$ cat config.mk
export PLATFORM = sky130hd
export DESIGN_NAME = fifo_x10_rd_drain
export DESIGN_NICKNAME = d
export VERILOG_FILES = /design/src/rtl/fifo_x10_rd_drain.sv
export SDC_FILE = /design/constraint.sdc
export NUM_CORES = 1
export LEC_CHECK = 0
export BUFFER_PORTS_ARGS = -buffer_cell sky130_fd_sc_hd__buf_2
export CAP_MARGIN = 20
export CORE_MARGIN = 5
export CORE_UTILIZATION = 35
export DETAILED_ROUTE_END_ITERATION = 8
export GPL_ROUTABILITY_DRIVEN = 0
export PLACE_DENSITY = 0.64
export SETUP_SLACK_MARGIN = 0.05
export SLEW_MARGIN = 10
export SYNTH_ARGS = -nofsm -noshare
export SYNTH_HDL_FRONTEND = slang
export SYNTH_SLANG_ARGS = --single-unit
$ cat constraint.sdc
create_clock -name clk -period 13.95 [get_ports clk]
set_input_delay 3.4875 -clock clk [delete_from_list [all_inputs] [get_ports clk]]
set_output_delay 3.4875 -clock clk [all_outputs]
set_load 0.01 [all_outputs]
$ cat src/rtl/fifo_x10_rd_drain.sv
// Read-side drain controller for the 10-lane RNS FIFO bank.
// Issues one shared read when every lane holds data and lands the digits in a
// small skid buffer. It presents the buffer head as a 180-bit valid/ready word
// and halts reading when the lane empty flags disagree for too long.
module fifo_x10_rd_drain #(
  parameter int unsigned DEPTH      = 4,
  parameter int unsigned SKEW_LIMIT = 8,
  parameter int unsigned CNT_W      = 16
) (
  input  logic             clk,
  input  logic             reset_n,
  input  logic [9:0]       rd_empty_,
  input  logic [179:0]     fifo_q_,
  output logic             rd_req,
  output logic             out_valid,
  input  logic             out_ready,
  output logic [179:0]     dig_out,
  input  logic             clr_err,
  output logic             skew_err,
  output logic             halted,
  output logic [CNT_W-1:0] word_cnt
);

  localparam int unsigned PTR_W = $clog2(DEPTH);
  localparam int unsigned OCC_W = $clog2(DEPTH + 1);
  localparam logic [OCC_W:0]   DEPTH_C = (OCC_W + 1)'(DEPTH);
  localparam logic [PTR_W-1:0] LAST_C  = PTR_W'(DEPTH - 1);
  localparam logic [7:0]       LIMIT_C = 8'(SKEW_LIMIT);

  typedef enum logic [1:0] {
    ST_RUN,
    ST_SKEW,
    ST_HALT
  } state_t;

  state_t             r_state;
  state_t             w_state_nxt;
  logic [7:0]         r_skew_cnt;
  logic [7:0]         w_skew_cnt_nxt;
  logic               r_skew_err;
  logic               w_skew_err_nxt;
  logic [OCC_W-1:0]   r_occ;
  logic               r_inflight;
  logic [PTR_W-1:0]   r_head;
  logic [PTR_W-1:0]   r_tail;
  logic [CNT_W-1:0]   r_word_cnt;
  logic [179:0]       r_buf [DEPTH];

  logic               w_all_ready;
  logic               w_mismatch;
  logic [OCC_W:0]     w_fill;
  logic               w_room;
  logic               w_push;
  logic               w_pop;

  assign w_all_ready = (rd_empty_ == '0);
  assign w_mismatch  = !w_all_ready && (rd_empty_ != '1);

  // Reserve a slot for the word already in flight so the buffer never overflows.
  assign w_fill = {1'b0, r_occ} + {{OCC_W{1'b0}}, r_inflight};
  assign w_room = (w_fill < DEPTH_C);

  assign rd_req    = (r_state != ST_HALT) && w_all_ready && w_room;
  assign out_valid = (r_occ != '0);
  assign dig_out   = out_valid ? r_buf[r_head] : '0;
  assign skew_err  = r_skew_err;
  assign halted    = (r_state == ST_HALT);
  assign word_cnt  = r_word_cnt;

  assign w_push = r_inflight;
  assign w_pop  = out_valid && out_ready;

  // Skew FSM: next-state, skew counter and sticky error.
  always_comb begin
    w_state_nxt    = r_state;
    w_skew_cnt_nxt = r_skew_cnt;
    w_skew_err_nxt = r_skew_err;
    case (r_state)
      ST_RUN: begin
        if (w_mismatch) begin
          w_skew_cnt_nxt = 8'd1;
          if (LIMIT_C == 8'd1) begin
            w_state_nxt    = ST_HALT;
            w_skew_err_nxt = 1'b1;
          end else begin
            w_state_nxt = ST_SKEW;
          end
        end
      end
      ST_SKEW: begin
        if (!w_mismatch) begin
          w_state_nxt    = ST_RUN;
          w_skew_cnt_nxt = '0;
        end else begin
          w_skew_cnt_nxt = r_skew_cnt + 8'd1;
          if (r_skew_cnt + 8'd1 == LIMIT_C) begin
            w_state_nxt    = ST_HALT;
            w_skew_err_nxt = 1'b1;
          end
        end
      end
      ST_HALT: begin
        if (clr_err) begin
          w_state_nxt    = ST_RUN;
          w_skew_cnt_nxt = '0;
          w_skew_err_nxt = 1'b0;
        end
      end
      default: begin
        w_state_nxt    = ST_RUN;
        w_skew_cnt_nxt = '0;
        w_skew_err_nxt = 1'b0;
      end
    endcase
  end

  // Skew FSM state register.
  always_ff @(posedge clk or negedge reset_n) begin
    if (!reset_n) begin
      r_state    <= ST_RUN;
      r_skew_cnt <= '0;
      r_skew_err <= 1'b0;
    end else begin
      r_state    <= w_state_nxt;
      r_skew_cnt <= w_skew_cnt_nxt;
      r_skew_err <= w_skew_err_nxt;
    end
  end

  // Buffer bookkeeping: in-flight flag, pointers, occupancy and word counter.
  always_ff @(posedge clk or negedge reset_n) begin
    if (!reset_n) begin
      r_inflight <= 1'b0;
      r_head     <= '0;
      r_tail     <= '0;
      r_occ      <= '0;
      r_word_cnt <= '0;
    end else begin
      r_inflight <= rd_req;
      if (w_push) begin
        r_tail <= (r_tail == LAST_C) ? '0 : r_tail + 1'b1;
      end
      if (w_pop) begin
        r_head     <= (r_head == LAST_C) ? '0 : r_head + 1'b1;
        r_word_cnt <= r_word_cnt + 1'b1;
      end
      if (w_push && !w_pop) begin
        r_occ <= r_occ + 1'b1;
      end else if (!w_push && w_pop) begin
        r_occ <= r_occ - 1'b1;
      end
    end
  end

  // Skid-buffer storage; contents are only observed while occupancy says valid.
  always_ff @(posedge clk) begin
    if (w_push) begin
      r_buf[r_tail] <= fifo_q_;
    end
  end

endmodule

### Word-level counts from Yosys, hierarchy flattened

Memory sizes are Yosys's and may differ from the RTL's.
Cells that the tools add are included.

* register bits: 35
* RAM bits: 720
* input bits: 194
* output and inout bits: 200
* memories: 1

Memory list
* r_buf: depth 4, bits a word 180, read ports 1, clocked after Yosys merged registers in 0, wr ports 1, line 47 `logic [179:0] r_buf [DEPTH];`

* $add $sub $neg: 7
* $lt $le $gt $ge: 1
* equal/unequal tests: 12
* multiplexer cells: 20
* bitwise operators: 1
* reductions and logical operators: 16

Operator list (count)
* 180-bit 2-to-1 mux: 1
* 8-bit 2-to-1 mux: 3
* 8-bit one-hot mux with 3 select lines: 1
* 16-bit by 1-bit adder with 16-bit output (second input constant): 1
* 2-bit 2-to-1 mux: 6
* 10-bit logical NOT: 1
* 10-bit inequality test (second input constant): 1
* 2-bit inequality test (second input constant): 5
* 8-bit by 1-bit adder with 8-bit output (second input constant): 1
* 8-bit by 4-bit equality test with 1-bit output (second input constant): 1
* 2-bit equality test (second input constant): 3
* 1-bit logical AND: 6
* 3-bit 2-to-1 mux: 2
* 2-bit one-hot mux with 3 select lines: 1
* 1-bit 2-to-1 mux: 5
* 2-bit by 1-bit adder with 2-bit output (second input constant): 2
* 3-bit by 1-bit adder with 4-bit output: 1
* 4-bit by 3-bit < comparator with 1-bit output (second input constant): 1
* 4-bit AND reduction: 1
* 3-bit by 1-bit adder with 3-bit output (second input constant): 1
* 1-bit logical NOT: 3
* 3-bit inequality test (second input constant): 1
* 1-bit one-hot mux with 3 select lines: 1
* 3-bit AND reduction: 1
* other kinds (7): 7

### Depth between registers and ports, before layout

* depth in word-level cells: 5
* depth in mapped cells: 10
* gate-level depth less buffers: 9

### Worst setup path after synthesis

OpenSTA, ideal clock, no wires.

* path type: input port to output port
* start: in rd_empty_[4]
* end: out rd_req
* data arrival time: 4.468 ns
* data required time: 10.462 ns
* setup slack: 5.994 ns
* stages on the path: 3
* path buffers: 0
* cell sequence: nor4_1 -> nand3_1 -> nor4_1

* cells in the longest elaborated chain, start to end: 3

Ends and longest elaborated chain
* start, declared: line 12 `input logic [9:0] rd_empty_,`
* 10-bit logical NOT: line 56 `assign w_all_ready = (rd_empty_ == '0);`
* 1-bit logical AND (2 in series): line 63 `assign rd_req = (r_state != ST_HALT) && w_all_ready && w_room;`
* end, declared: line 14 `output logic rd_req,`

No other way between the ends.

### Worst setup path in the final report

Same ends and word-level chain as after synthesis.

==> impl_metrics.env <==
export IMPL_antenna_left=0
export IMPL_setup_violations=0
export IMPL_yosysTopAreaCell="edfxtp_1"
export IMPL_async_reset_ff_share_pct=4.64
export IMPL_ctsResizeCount=0
export IMPL_final_hold_violation_count=0
export IMPL_layout_drive_gt1_share_pct=40.0
export IMPL_required_ns=10.46
export IMPL_p_leak_nw=11.8
export IMPL_die_w_microns=297
export IMPL_rsz0062_at_grt="false"
export IMPL_grt_ovfl_total=0
export IMPL_htreeDepth=3
export IMPL_hold_class="flip-flop to flip-flop"
export IMPL_placementRows=105
export IMPL_fmax_mhz=122
export IMPL_avgSynthCellArea_sq_um=21.9
export IMPL_dp_hpwl_microns=37700
export IMPL_clk_pin_slew_worst_paths_ns=0.06
export IMPL_vias=14100
export IMPL_worst_slew_pin_slew_ns=1.06
export IMPL_final_min_clock_period_ns=8.20
export IMPL_core_area_sq_um=82000
export IMPL_p_per_area_nw_per_um2=186
export IMPL_cts_setup_buffers=0
export IMPL_clock_sinks=755
export IMPL_synth_edf_count=720
export IMPL_tns_ns=0
export IMPL_antenna_found_initial=18
export IMPL_cts_root_buf="clkbuf_16"
export IMPL_cp_arrival_ns=4.72
export IMPL_drv_slew=0
export IMPL_syn_cell_area_sq_um=28900
export IMPL_cts_hold_buf=0
export IMPL_totalWireLength_microns=63200
export IMPL_ys_ff_latch=755
export IMPL_synthTopCellsByArea="edfxtp_1, mux4_2, and2_1"
export IMPL_wl_per_cell_microns=21.8
export IMPL_maxSlewHeadroom_pct=29.5
export IMPL_period_share_pct=58.8
export IMPL_cts_buffer_depth=3
export IMPL_p_total_mw=6.47
export IMPL_drtIter0Drc=844
export IMPL_fin_nets=1954
export IMPL_die_h_microns=297
export IMPL_reg2regPathDepth=10
export IMPL_netlist_area_leader_share_pct=74.8
export IMPL_area_growth_pct=20.2
export IMPL_worstSetupStartpointType="input pin"
export IMPL_skew_ns=0.0359
export IMPL_synthCells=1317
export IMPL_status="complete, no violations"
export IMPL_numCtsBuffers=82
export IMPL_num_io_pins=394
export IMPL_cts_tree="built"
export IMPL_worstSkewPairLatency_ns=0.63
export IMPL_holdPathEnd="word_cnt[15]"
export IMPL_io_buffers=393
export IMPL_rr_startpoint="r_occ[0]"
export IMPL_mostFrequentLayoutCell="edfxtp_1"
export IMPL_crit_path_max_fanout=6
export IMPL_grt_pass1_wl_microns=96200
export IMPL_cap_violations=0
export IMPL_die_area_sq_um=88400
export IMPL_synth_seq_area_share_pct=77.9
export IMPL_start_util_pct=35.2
export IMPL_path_class="input pin to output pin"
export IMPL_r2r_setup_slack_ns=10.38
export IMPL_synthesis_nets=1520
export IMPL_route_detailed_drc=0
export IMPL_whs_path_depth=1
export IMPL_grt_max_degree=128
export IMPL_grt_pass1_vias=15400
export IMPL_worstHoldStart="word_cnt[15]"
export IMPL_vdd_drop_max_v=0.000111
export IMPL_dr_pass1_iters=5
export IMPL_synth_main_ff_cell="edfxtp_1"
export IMPL_layout_common_cells="edfxtp_1, buf_2, mux4_2, and2_1, clkbuf_16"
export IMPL_synth_warning_count=0
export IMPL_ys_types=45
export IMPL_reg2reg_to="r_occ[2]"
export IMPL_grt_use_total_pct=14.1
export IMPL_end_kind="output pin"
export IMPL_routed_via_density=4.88
[logic make-up (layout without fill, tap and decap cells)]
group,after synthesis,after routing,synth area share (%)
muxes,183,183,14.1
AOI/OAI and AO/OA,27,27,0.701
buffers and inverters,66,566,0.974
adders and majority gates,9,9,0.416
other,0,11,0
and+or+nand+nor,258,258,5.33
DFF,755,755,77.9
xor gates and xnor gates,19,19,0.576
[worst max path at each step]
stage                       from      to  cells past startpoint
global placement    rd_empty_[4]  rd_req                      5
floorplan           rd_empty_[4]  rd_req                      3
finish              rd_empty_[4]  rd_req                      5
global route        rd_empty_[4]  rd_req                      5
CTS                 rd_empty_[4]  rd_req                      5
detailed placement  rd_empty_[4]  rd_req                      5
[routing by layer]
metal / GRT usage, % / wire length [microns]
met5: 0 / 80
met4: 4.66 / 1500
met3: 4.49 / 4160
met2: 24.2 / 32500
met1: 17.0 / 25000
[sequential cells by signal, indices dropped and copies added, names as in the netlist]
| signal | count |
|---|---|
| r_skew_cnt | 8 |
| r_occ | 3 |
| r_head | 2 |
| r_tail | 2 |
| word_cnt | 16 |
| r_buf | 720 |
| r_state | 2 |
| skew_err | 1 |
| r_inflight | 1 |
[power by group]
| part | internal (mW) | switching (mW) | total [mW] |
|---|---|---|---|
| logic | 0.896 | 0.910 | 1.81 |
| registers | 2.51 | 0.0942 | 2.60 |
| clock network | 1.18 | 0.882 | 2.06 |
| total | 4.58 | 1.89 | 6.47 |
[synthesized netlist by cell type, types with 7 or more instances]
library cell  number
nor2_1            11
nand3_1            9
buf_2             27
dfrtp_1           35
a21o_1             7
and2_1           184
xnor2_1           10
mux4_2           180
xor2_1             9
ha_1               8
clkbuf_1          31
nor3_1             9
nand2_1           19
edfxtp_1         720
[worst max-delay path: stages]
cell	delay, ns
buf_2	0.11
nor4_1	0.28
nand3_1	0.27
nor4_1	0.37
buf_2	0.20
[cell type report]
cell class / instances / area (sq um)
antenna: 11 / 27.5
clock buffer: 101 / 2140
clock inverter: 49 / 433
fill: 7247 / 47200
inverter: 6 / 25.0
multi-input combinational: 496 / 6130
sequential: 755 / 22500
tap: 1070 / 1340
timing repair buffer: 410 / 2140
[through the flow]
step | utilization [%] | worst slack, ns | hold WS [ns] | instances | cell area (sq um)
floorplan | - | 5.99 | 0.464 | 1317 | 28900
global placement | 39.2 | 5.69 | 0.451 | 2736 | 32100
detailed placement | 39.2 | 5.71 | 0.452 | 2736 | 32100
CTS | 42.3 | 5.70 | 0.464 | 2886 | 34700
global route | 42.4 | 5.62 | 0.484 | 2893 | 34700
finish | 42.4 | 5.75 | 0.468 | 2898 | 34700
(Power assumes the default switching activity.)
